--- config.mk ---
export PLATFORM = sky130hd
export DESIGN_NAME = div_unit_flat
export DESIGN_NICKNAME = d
export VERILOG_FILES = /design/src/rtl/div_unit_if.sv /design/src/rtl/div_unit.sv /design/src/flat_wrapper.sv
export SDC_FILE = /design/constraint.sdc
export NUM_CORES = 1
export LEC_CHECK = 0
export ABC_AREA = 1
export BUFFER_PORTS_ARGS = -buffer_cell sky130_fd_sc_hd__buf_2
export CORE_MARGIN = 10
export CORE_UTILIZATION = 55
export CTS_CLUSTER_DIAMETER = 30
export DETAILED_ROUTE_END_ITERATION = 8
export GPL_ROUTABILITY_DRIVEN = 1
export PLACE_DENSITY = 0.78
export SLEW_MARGIN = 20
export SYNTH_ARGS = -nofsm -noshare
export SYNTH_HDL_FRONTEND = slang
export SYNTH_SLANG_ARGS = --single-unit
--- constraint.sdc ---
create_clock -name clk -period 3.7 [get_ports clk]
set_input_delay 0.74 -clock clk [delete_from_list [all_inputs] [get_ports clk]]
set_output_delay 0.74 -clock clk [all_outputs]
set_load 0.05 [all_outputs]
--- src/rtl/div_unit_if.sv ---
// rtl/div_unit_if.sv - operand/result handshake bundle between execute stage and div_unit
interface div_unit_if #(
   parameter int WIDTH = 32
);
   logic                 start;
   logic                 signed_div;
   logic                 cancel;
   logic [WIDTH-1:0]     a;
   logic [WIDTH-1:0]     b;
   logic                 busy;
   logic                 ready;
   logic [2*WIDTH-1:0]   result;

   modport master (
      output start, signed_div, cancel, a, b,
      input  busy, ready, result
   );

   modport slave (
      input  start, signed_div, cancel, a, b,
      output busy, ready, result
   );
endinterface

--- src/rtl/div_unit.sv ---
// rtl/div_unit.sv - iterative radix-2 restoring divider producing {remainder, quotient} for hi/lo
module div_unit #(
   parameter int WIDTH = 32
) (
   input  logic       clk,
   input  logic       rst,
   div_unit_if.slave  bus
);
   localparam int CW = $clog2(WIDTH + 1);
   localparam logic [CW-1:0] LAST = CW'(WIDTH - 1);

   typedef enum logic [1:0] {IDLE, RUN, DONE} state_t;

   state_t               state;
   state_t               state_next;
   logic [WIDTH-1:0]     quo;
   logic [WIDTH-1:0]     rem;
   logic [WIDTH-1:0]     dvsr;
   logic [CW-1:0]        cnt;
   logic                 neg_q;
   logic                 neg_r;
   logic [2*WIDTH-1:0]   result_q;

   logic                 load;
   logic                 step;
   logic                 busy_c;
   logic                 ready_c;
   logic                 a_neg;
   logic                 b_neg;
   logic [WIDTH-1:0]     a_mag;
   logic [WIDTH-1:0]     b_mag;
   logic [WIDTH:0]       rem_shift;
   logic [WIDTH:0]       diff;
   logic                 fits;
   logic [WIDTH-1:0]     rem_new;
   logic [WIDTH-1:0]     quo_new;
   logic [WIDTH-1:0]     quo_fix;
   logic [WIDTH-1:0]     rem_fix;

   always_comb begin
      a_neg = bus.signed_div & bus.a[WIDTH-1];
      b_neg = bus.signed_div & bus.b[WIDTH-1];
      a_mag = a_neg ? (~bus.a + 1'b1) : bus.a;
      b_mag = b_neg ? (~bus.b + 1'b1) : bus.b;
   end

   // Partial remainder stays below the divisor, so a borrow out of bit WIDTH means "restore".
   always_comb begin
      rem_shift = {rem, quo[WIDTH-1]};
      diff      = rem_shift - {1'b0, dvsr};
      fits      = ~diff[WIDTH];
      rem_new   = fits ? diff[WIDTH-1:0] : rem_shift[WIDTH-1:0];
      quo_new   = {quo[WIDTH-2:0], fits};
      quo_fix   = neg_q ? (~quo_new + 1'b1) : quo_new;
      rem_fix   = neg_r ? (~rem_new + 1'b1) : rem_new;
   end

   always_ff @(posedge clk) begin
      if (rst) begin
         state <= IDLE;
      end else begin
         state <= state_next;
      end
   end

   always_comb begin
      state_next = state;
      load       = 1'b0;
      step       = 1'b0;
      busy_c     = 1'b0;
      ready_c    = 1'b0;
      case (state)
         IDLE: begin
            if (bus.start && !bus.cancel) begin
               load       = 1'b1;
               state_next = (bus.b == '0) ? DONE : RUN;
            end
         end
         RUN: begin
            busy_c = 1'b1;
            if (bus.cancel) begin
               state_next = IDLE;
            end else begin
               step = 1'b1;
               if (cnt == LAST) begin
                  state_next = DONE;
               end
            end
         end
         DONE: begin
            ready_c    = !bus.cancel;
            state_next = IDLE;
         end
         default: begin
            state_next = IDLE;
         end
      endcase
   end

   // Result is only written on entry to DONE, so it holds steady through RUN and after ready.
   always_ff @(posedge clk) begin
      if (rst) begin
         quo      <= '0;
         rem      <= '0;
         dvsr     <= '0;
         cnt      <= '0;
         neg_q    <= 1'b0;
         neg_r    <= 1'b0;
         result_q <= '0;
      end else if (load) begin
         quo   <= a_mag;
         rem   <= '0;
         dvsr  <= b_mag;
         cnt   <= '0;
         neg_q <= a_neg ^ b_neg;
         neg_r <= a_neg;
         if (bus.b == '0) begin
            result_q <= {bus.a, {WIDTH{1'b1}}};
         end
      end else if (step) begin
         quo <= quo_new;
         rem <= rem_new;
         cnt <= cnt + 1'b1;
         if (cnt == LAST) begin
            result_q <= {rem_fix, quo_fix};
         end
      end
   end

   assign bus.busy   = busy_c;
   assign bus.ready  = ready_c;
   assign bus.result = result_q;
endmodule

--- src/flat_wrapper.sv ---
// flat-port wrapper written by rule: the top's interface ports become plain ports
module div_unit_flat 
#(
   parameter int WIDTH = 32
)
  (clk, rst, bus_start, bus_signed_div, bus_cancel, bus_a, bus_b, bus_busy, bus_ready, bus_result);
  div_unit_if #(.WIDTH(WIDTH)) bus_i ();
  input  logic clk;
  input  logic rst;
  input wire logic [$bits(bus_i.start)-1:0] bus_start;
  input wire logic [$bits(bus_i.signed_div)-1:0] bus_signed_div;
  input wire logic [$bits(bus_i.cancel)-1:0] bus_cancel;
  input wire logic [$bits(bus_i.a)-1:0] bus_a;
  input wire logic [$bits(bus_i.b)-1:0] bus_b;
  output wire logic [$bits(bus_i.busy)-1:0] bus_busy;
  output wire logic [$bits(bus_i.ready)-1:0] bus_ready;
  output wire logic [$bits(bus_i.result)-1:0] bus_result;
  assign bus_i.start = bus_start;
  assign bus_i.signed_div = bus_signed_div;
  assign bus_i.cancel = bus_cancel;
  assign bus_i.a = bus_a;
  assign bus_i.b = bus_b;
  assign bus_busy = bus_i.busy;
  assign bus_ready = bus_i.ready;
  assign bus_result = bus_i.result;
  div_unit #(.WIDTH(WIDTH)) u_core (.clk(clk), .rst(rst), .bus(bus_i));
endmodule
==> results_dict.tcl <==
set metrics [dict create \
    status "finished, final reports clean" \
    async_reset_ff_frac 0 \
    syn_inst 2070 \
    num_io_pins 135 \
    grt_max_degree 85 \
    p_leak_nw 7.518 \
    skew_ns 0.02128 \
    multi_input_area_um2 7913 \
    wl_um 49250 \
    ctsRootBufferMaster "clkbuf_16" \
    rows 55 \
    via_per_inst 5.948 \
    synth_ff_type "dfxtp_1" \
    antenna_found_initial 3 \
    vdd_ir_drop_max_uv 259.2 \
    drive_gt1_frac 0.1651 \
    initialDrtViolationCount 2152 \
    critical-path-max-stage-delay_ns 0.37 \
    place.gp.congestion 1.027 \
    ant_nets 0 \
    area_growth_pct 16.97 \
    period_minus_slack_ns 3.534 \
    drv_slew 0 \
    hold_viol 0 \
    criticalPathCategory "reg2reg" \
    start_util 0.5596 \
    r2r-start "u_core.dvsr[9]" \
    avgSynthCellArea_um2 6.121 \
    yosysUniqueCellTypes 54 \
    die_area_um2 29510 \
    die_h_um 171.8 \
    synth_edf_count 0 \
    cts_buffers 17 \
    drtPass1Iterations 6 \
    cpMostUsedCell "nand2_1" \
    ys_warn_count 0 \
    max_freq_ghz 0.2829 \
    cts.htree.levels 4 \
    cp.required_ns 4.00 \
    slowest_stage "ha_1" \
    synth_top_area_share 0.2686 \
    grt_usage 0.3276 \
    grt_first_pass_wirelength_um 75630 \
    die_w_um 171.8 \
    first_global_vias 13770 \
    worstSetupStartpoint "u_core.dvsr[9]" \
    endpoint_kind "flop" \
    yosysMostFrequentCell "nand2_1" \
    synth_largest_area_cell "dfxtp_1" \
    rsz0062_at_grt "yes" \
    clk_pin_slew_ns 0.08 \
    synthTopCellsByCount "nand2_1, inv_1, nor2_1" \
    tightest_slew_ns 0.9576 \
    num_vias 14960 \
    final_area_um2 14820 \
    maxCapViolations 0 \
    cts_tree "yes" \
    setup_viol 0 \
    fillCellCount 2230 \
    grt-ovfl-total 0 \
    clk_latency_ns 0.44 \
    core_um2 22640 \
    hp-class "reg2reg" \
    synth_seq_cells 170 \
    hold_start "u_core.bus.result[60]" \
    hold_buffers 0 \
    io_buffers 134 \
    placed_area_um2 13950 \
    drc 0 \
    fin_nets 2324 \
    p_per_area_nw_per_um2 450.7 \
    dpl.hpwl_um 37700 \
    synth.net_count 2177 \
    synthTopCellsByArea "dfxtp_1, nand2_1, inv_1" \
    wire_per_inst_um 19.58 \
    max-slew-margin-rel 0.3616 \
    clk_path_buf_depth 2 \
    cp.arrival_ns 3.83 \
    fin_crit_sh 0.9552 \
    clock-sinks 170 \
    ys_seq_area_frac 0.2686 \
    register_area_um2 3407 \
    startpoint_type "flop" \
    power.total_mw 6.678 \
    crit_fanout 34 \
    netlist_area_um2 12670 \
]
layout make-up:
type	instances	share of cell area
Antenna cell	1	0.0001689
Clock buffer	18	0.02964
Clock inverter	13	0.01089
Inverter	327	0.08283
Multi-Input combinational cell	1487	0.5339
Sequential cell	170	0.2299
Tap cell	285	0.02406
Timing Repair Buffer	214	0.08857
logic make-up after synthesis:
| family | synth area share |
|---|---|
| flip-flops | 0.2686 |
| AO/OA/AOI/OAI | 0.2042 |
| adder cells (fa/ha/maj) | 0.03812 |
| buffers and inverters | 0.1290 |
| AND/OR/NAND/NOR | 0.3303 |
| XOR/XNOR | 0.02973 |
power breakdown:
part / switching, mW / internal [mW] / total (mW)
combinational: 1.96 / 0.910 / 2.87
clock: 0.835 / 1.03 / 1.86
sequential: 0.0526 / 1.89 / 1.95
metrics by stage:
stage               setup TNS, ns    util  hold slack (ns)  setup WS [ns]  cells
finish                          0  0.6545           0.4636         0.1658   2515
global route              -0.1624  0.6545           0.4828       -0.06062   2515
CTS                             0  0.6428           0.4639       0.007020   2507
detailed placement       -0.02933  0.6160           0.4533       -0.02000   2475
global placement                0  0.6160           0.4477        0.09288   2475
floorplan                -0.02416       -           0.4319       -0.02416   2070
registers in the layout, indices dropped and copies added, names as in the netlist:
| register | cells |
|---|---|
| u_core.bus.result | 64 |
| u_core.cnt | 6 |
| u_core.dvsr | 32 |
| u_core.neg_q | 1 |
| u_core.neg_r | 1 |
| u_core.quo | 32 |
| u_core.rem | 32 |
| u_core.state | 2 |
critical path, delay by kind of cell (launching register included):
family                     cells  cell delay (ns)
DFF                            1             0.31
buffers and inverters          2             0.28
AOI/OAI and AO/OA              2             0.26
adders and majority gates      1             0.37
and+or+nand+nor               20             2.19
what timing repair did:
action / in CTS / in global routing
setup endpoints to repair: 2 / 29
buffers inserted: 1 / 7
hold endpoints to repair: 0 / 0
gates resized for setup: 0 / 46
cloned: 0 / 0
pin swaps: 1 / 11
layer usage:
layer  share of wire  up-vias  track usage
met4           0.027        0       0.1034
met3            0.12       97      0.07403
met1            0.44     6844       0.4698
met5               0        -            0
met2            0.41      929       0.4725
li1                -     7090            -
placed cells by master, fill, tap and decap left out, drive strengths merged, types with 37 or more instances in the layout:
master and instances:
ha 37, o21ai 152, dfxtp 170, nor2 202, nor3 40, nand3 144, a21oi 149, nand2 523
inv 329, buf 214
path summary, 6_finish.rpt:
check	end	slack, ns	cells after the start
setup / recovery	u_core.bus.result[55]	0.17	25
hold / removal	u_core.bus.result[60]	0.46	2
setup reg to reg	u_core.bus.result[55]	0.17	25
hold reg to reg	u_core.bus.result[60]	0.46	2
No activity file was read; power rests on OpenSTA's default activity.
